`config.mk`:
```
export PLATFORM = sky130hd
export DESIGN_NAME = pipeline_ctrl
export DESIGN_NICKNAME = d
export VERILOG_FILES = /design/src/rtl/pipeline_ctrl.sv
export SDC_FILE = /design/constraint.sdc
export NUM_CORES = 1
export LEC_CHECK = 0
export CORE_ASPECT_RATIO = 1.2
export CORE_MARGIN = 2
export CORE_UTILIZATION = 25
export DETAILED_ROUTE_END_ITERATION = 12
export GPL_TIMING_DRIVEN = 0
export PLACE_DENSITY_LB_ADDON = 0.1
export SLEW_MARGIN = 10
export SYNTH_ARGS = -nofsm -noshare
export SYNTH_HDL_FRONTEND = slang
export SYNTH_SLANG_ARGS = --single-unit
```
`constraint.sdc`:
```
create_clock -name clk -period 5.1 [get_ports clk]
set_clock_uncertainty 0.1 [all_clocks]
set_input_delay 1.02 -clock clk [delete_from_list [all_inputs] [get_ports clk]]
set_output_delay 1.02 -clock clk [all_outputs]
set_load 0.005 [all_outputs]
```
`src/rtl/pipeline_ctrl.sv`:
```
`default_nettype none
// ============================================================================
// Module   : pipeline_ctrl
// Purpose  : Stall/flush sequencer for the 5-stage pipeline. It merges load-use,
//            taken-branch and data-memory wait into per-stage enables and
//            flush/bubble controls. Define PIPE_PERF_CNT_EN to build the
//            stall/flush performance counters.
// Revision : 1.0 - initial release
// ============================================================================
module pipeline_ctrl #(
    parameter int BRANCH_PENALTY = 2,
    parameter int MEM_TIMEOUT    = 255,
    parameter int CNT_W          = 32
) (
    input  logic             clk,
    input  logic             rst_n,
    input  logic             load_use_stall_i,
    input  logic             branch_taken_i,
    input  logic             dmem_req_i,
    input  logic             dmem_ready_i,
    input  logic             clr_fault_i,
    output logic             pc_en_o,
    output logic             fd_en_o,
    output logic             fd_flush_o,
    output logic             ex_en_o,
    output logic             ex_bubble_o,
    output logic             dmem_abort_o,
    output logic             mem_fault_o,
    output logic             in_flush_o,
    output logic [CNT_W-1:0] stall_cycles_o,
    output logic [CNT_W-1:0] flush_cycles_o
);

    localparam logic [0:0] ST_RUN       = 1'b0;
    localparam logic [0:0] ST_FLUSH     = 1'b1;
    localparam logic [3:0] C_PEN_RELOAD = 4'(BRANCH_PENALTY - 1);
    localparam logic [7:0] C_TIMEOUT    = 8'(MEM_TIMEOUT);

    logic [0:0] state_q, state_d;
    logic [3:0] pen_cnt_q, pen_cnt_d;
    logic [7:0] wait_cnt_q, wait_cnt_d;
    logic       mem_fault_q, mem_fault_d;

    logic w_timeout;
    logic w_frozen;
    logic w_abort;

    assign w_timeout = (wait_cnt_q == C_TIMEOUT);
    assign w_frozen  = dmem_req_i & ~dmem_ready_i & ~w_timeout;
    assign w_abort   = dmem_req_i & ~dmem_ready_i &  w_timeout;

    // State register
    always_ff @(posedge clk or negedge rst_n) begin
        if (!rst_n) begin
            state_q     <= ST_RUN;
            pen_cnt_q   <= 4'd0;
            wait_cnt_q  <= 8'd0;
            mem_fault_q <= 1'b0;
        end else begin
            state_q     <= state_d;
            pen_cnt_q   <= pen_cnt_d;
            wait_cnt_q  <= wait_cnt_d;
            mem_fault_q <= mem_fault_d;
        end
    end

    // Next-state logic; a freeze holds the branch sequence exactly where it was
    always_comb begin
        state_d     = state_q;
        pen_cnt_d   = pen_cnt_q;
        wait_cnt_d  = 8'd0;
        mem_fault_d = mem_fault_q;

        if (w_abort) begin
            mem_fault_d = 1'b1;
        end else if (clr_fault_i) begin
            mem_fault_d = 1'b0;
        end

        if (w_frozen) begin
            wait_cnt_d = wait_cnt_q + 8'd1;
        end else if (branch_taken_i) begin
            if (BRANCH_PENALTY > 1) begin
                state_d   = ST_FLUSH;
                pen_cnt_d = C_PEN_RELOAD;
            end else begin
                state_d = ST_RUN;
            end
        end else if (state_q == ST_FLUSH) begin
            pen_cnt_d = pen_cnt_q - 4'd1;
            if (pen_cnt_q == 4'd1) begin
                state_d = ST_RUN;
            end
        end
    end

    // Output logic
    always_comb begin
        pc_en_o      = 1'b0;
        fd_en_o      = 1'b0;
        fd_flush_o   = 1'b0;
        ex_en_o      = 1'b0;
        ex_bubble_o  = 1'b0;
        dmem_abort_o = 1'b0;

        if (rst_n && !w_frozen) begin
            dmem_abort_o = w_abort;
            if (branch_taken_i || (state_q == ST_FLUSH)) begin
                pc_en_o     = 1'b1;
                fd_en_o     = 1'b1;
                fd_flush_o  = 1'b1;
                ex_en_o     = 1'b1;
                ex_bubble_o = 1'b1;
            end else if (load_use_stall_i) begin
                ex_en_o     = 1'b1;
                ex_bubble_o = 1'b1;
            end else begin
                pc_en_o = 1'b1;
                fd_en_o = 1'b1;
                ex_en_o = 1'b1;
            end
        end
    end

    assign mem_fault_o = mem_fault_q;
    assign in_flush_o  = (state_q == ST_FLUSH);

`ifdef PIPE_PERF_CNT_EN
    logic [CNT_W-1:0] stall_cnt_q;
    logic [CNT_W-1:0] flush_cnt_q;

    // Saturating counters; they stay at all-ones rather than wrapping
    always_ff @(posedge clk or negedge rst_n) begin
        if (!rst_n) begin
            stall_cnt_q <= '0;
            flush_cnt_q <= '0;
        end else begin
            if (!pc_en_o && (stall_cnt_q != '1)) begin
                stall_cnt_q <= stall_cnt_q + CNT_W'(1);
            end
            if (fd_flush_o && (flush_cnt_q != '1)) begin
                flush_cnt_q <= flush_cnt_q + CNT_W'(1);
            end
        end
    end

    assign stall_cycles_o = stall_cnt_q;
    assign flush_cycles_o = flush_cnt_q;
`else
    assign stall_cycles_o = '0;
    assign flush_cycles_o = '0;
`endif

endmodule
`default_nettype wire

```
==> results.sh <==
export IMPL_synth_top_cell_by_area="buf_4"
export IMPL_min_delay_path_class="reg2reg"
export IMPL_hpwlAfterDp_um=1690
export IMPL_yosysSeqAreaShare_pct=27.6
export IMPL_num_nets_final=236
export IMPL_place_congestion=0.747
export IMPL_status="complete, no violations"
export IMPL_core_um2=4900
export IMPL_antennaDiodeCount=0
export IMPL_finalCritPeriodShare_pct=81.4
export IMPL_area_growth_pct=39.1
export IMPL_synth_top_area_share_pct=38.4
export IMPL_cts_buffers=3
export IMPL_hold_violations=0
export IMPL_drcViolationCount=0
export IMPL_grt_pass1_vias=761
export IMPL_endpoint_kind="primary output"
export IMPL_slew_viol_final=0
export IMPL_layout_setup_ws_ns=0.950
export IMPL_cts_resized=0
export IMPL_root_buffer="clkbuf_8"
export IMPL_finalWirelength_um=2080
export IMPL_placementRows=28
export IMPL_path_class="in2out"
export IMPL_wl_per_cell_um=7.30
export IMPL_drive_above_1_share_pct=35.1
export IMPL_vdd_drop_max_uv=97.4
export IMPL_cp_data_required_time_ns=3.98
export IMPL_via_count=909
export IMPL_drtIter0Drc=12
export IMPL_rr_startpoint="wait_cnt_q[0]"
export IMPL_rsz0062_at_grt="no"
export IMPL_total_power_mw=0.429
export IMPL_ios=79
export IMPL_route_antenna_remaining_nets=0
export IMPL_clockBufferDepth=2
export IMPL_grt_use_total_pct=7.53
export IMPL_clkSinkCount=14
export IMPL_layout_min_cycle_time_ns=4.15
export IMPL_cap_violations=0
export IMPL_hold_end="wait_cnt_q[0]"
export IMPL_overflow=0
export IMPL_r2r_cells=5
export IMPL_critPathArrivalTime_ns=3.03
export IMPL_syn_area_um2=1270
export IMPL_cts_hold_buffers=0
export IMPL_path_max_fanout=16
export IMPL_viasPerCell=3.19
export IMPL_min_path_cells=1
export IMPL_relSlewSlack_pct=52.1
export IMPL_synthDistinctLibCells=27
export IMPL_finalSetupViolations=0
export IMPL_syn_inst=145
export IMPL_p_per_area_nw_per_um2=243
export IMPL_postSynthRegisterBits=14
export IMPL_worstSkewPairLatency_ns=0.24
export IMPL_dr_pass1_iters=2
export IMPL_die_h_um=82.1
export IMPL_grt_pass1_wl_um=3440
export IMPL_timing_fmax_mhz=241
export IMPL_power_static_leakage_nw=0.992
export IMPL_grt_max_degree=17
export IMPL_place_port_buffers=13
export IMPL_yosysWarnings=0
export IMPL_cp_start_kind="input port"
export IMPL_syn_area_per_cell_um2=8.76
export IMPL_r2r_end="pen_cnt_q[2]"
export IMPL_initial_core_util_pct=25.9
export IMPL_cts_reportedPaths_clkPinSlew_ns=0.06
export IMPL_dieArea_um2=5670
export IMPL_reg2reg_slack_ns=3.25
export IMPL_antenna_found_initial=0
export IMPL_min_from="wait_cnt_q[0]"
export IMPL_cts_tree="yes"
export IMPL_worstMarginPinSlew_ns=0.716
export IMPL_die_x_um=69.1
export IMPL_htree_levels=1
export IMPL_tns_ns=0
export IMPL_place_ws_ns=0.867
export IMPL_cts_setup_buffers=0
export IMPL_yosys_top_cells_area="buf_4 (38%), dfrtp_1 (28%), nor2_1 (4.7%)"
[per-layer routing]
| layer | routed length [µm] | vias up | global-route usage [%] |
|---|---|---|---|
| li1 | - | 495 | - |
| met1 | 855 | 370 | 8.79 |
| met2 | 978 | 42 | 12.6 |
| met3 | 224 | 2 | 2.09 |
| met4 | 22 | 0 | 4.12 |
| met5 | 0 | - | 0 |
[kinds of logic after synthesis]
group	Yosys count	synth area share, %
buffers and inverters	71	40.2
AOI/OAI and AO/OA	11	6.90
xor gates and xnor gates	6	4.14
DFF	14	27.6
and+or+nand+nor	36	14.4
other	1	0.295
muxes	3	3.55
adders and majority gates	3	2.96
[synth_stat cells]
| master | number |
|---|---|
| o21ai_4 | 2 |
| nand2_1 | 3 |
| and4b_2 | 1 |
| dfrtp_1 | 14 |
| conb_1 | 1 |
| nor2_1 | 16 |
| nand4_2 | 1 |
| o21ai_0 | 2 |
| a211oi_1 | 1 |
| nor3_1 | 3 |
| mux2_4 | 3 |
| xnor2_1 | 3 |
| a21oi_1 | 4 |
| and3_1 | 1 |
| a22o_2 | 1 |
| nand3_1 | 6 |
| inv_1 | 5 |
| buf_1 | 1 |
| xor2_1 | 3 |
| or3_1 | 1 |
| nand3_2 | 1 |
| nand2b_1 | 1 |
| a21o_1 | 1 |
| and3_2 | 1 |
| nor2b_1 | 1 |
| buf_4 | 65 |
| ha_1 | 3 |
[power breakdown]
group | total, mW | switching, mW | internal [mW]
Clock | 0.108 | 0.0399 | 0.0683
Sequential | 0.158 | 0.0269 | 0.131
Combinational | 0.163 | 0.0606 | 0.102
Total | 0.429 | 0.127 | 0.302
[through the flow]
step                      area [µm²]  util (%)  hold WS [ns]  std cells
after floorplan                 1510         -         0.374        208
after global placement          1710      34.9         0.404        281
after detailed placement        1710      34.9         0.403        281
after CTS                       1770      36.0         0.412        285
after global routing            1770      36.0         0.438        285
final                           1770      36.0         0.410        285
[layout by cell type (no fill, tap or decap), drive strengths merged]
cell           count
a21oi              4
nor2              16
xnor2              3
a211oi             1
and4b              1
a21o               1
a22o               1
clkbuf             4
o21ai              4
or3                1
nor2b              1
ha                 3
buf               66
nand2b             1
conb              64
nand2              3
and3               2
xor2               3
nand3              7
clkdlybuf4s50     13
mux2               3
nand4              1
nor3               3
dfrtp             14
inv                5
[how the worst max path moves through the flow]
stage | start | end | depth (start not counted)
2_1_floorplan | dmem_req_i | pc_en_o | 5
3_3_place_gp | rst_n | pc_en_o | 5
3_5_place_dp | rst_n | pc_en_o | 5
4_1_cts | rst_n | pc_en_o | 5
5_1_grt | rst_n | pc_en_o | 5
6_report | rst_n | pc_en_o | 5
[critical path: stages]
cell,delay (ns)
clkdlybuf4s50_1,0.93
nand2_1,0.23
a21oi_1,0.22
buf_4,0.13
clkdlybuf4s50_1,0.49
[cell type report]
type | count | area [µm²]
inverter | 5 | 18.8
clock buffer | 4 | 55.1
multi-input combinational | 123 | 646
tap | 60 | 75.1
sequential | 14 | 350
buffer | 66 | 492
timing repair buffer | 13 | 130
fill | 545 | 3140
[registers in the layout, indices dropped and copies added, names as in the netlist]
register,flops
in_flush_o,1
mem_fault_o,1
pen_cnt_q,4
wait_cnt_q,8
Note: power is estimated with default switching activity, not from simulation.
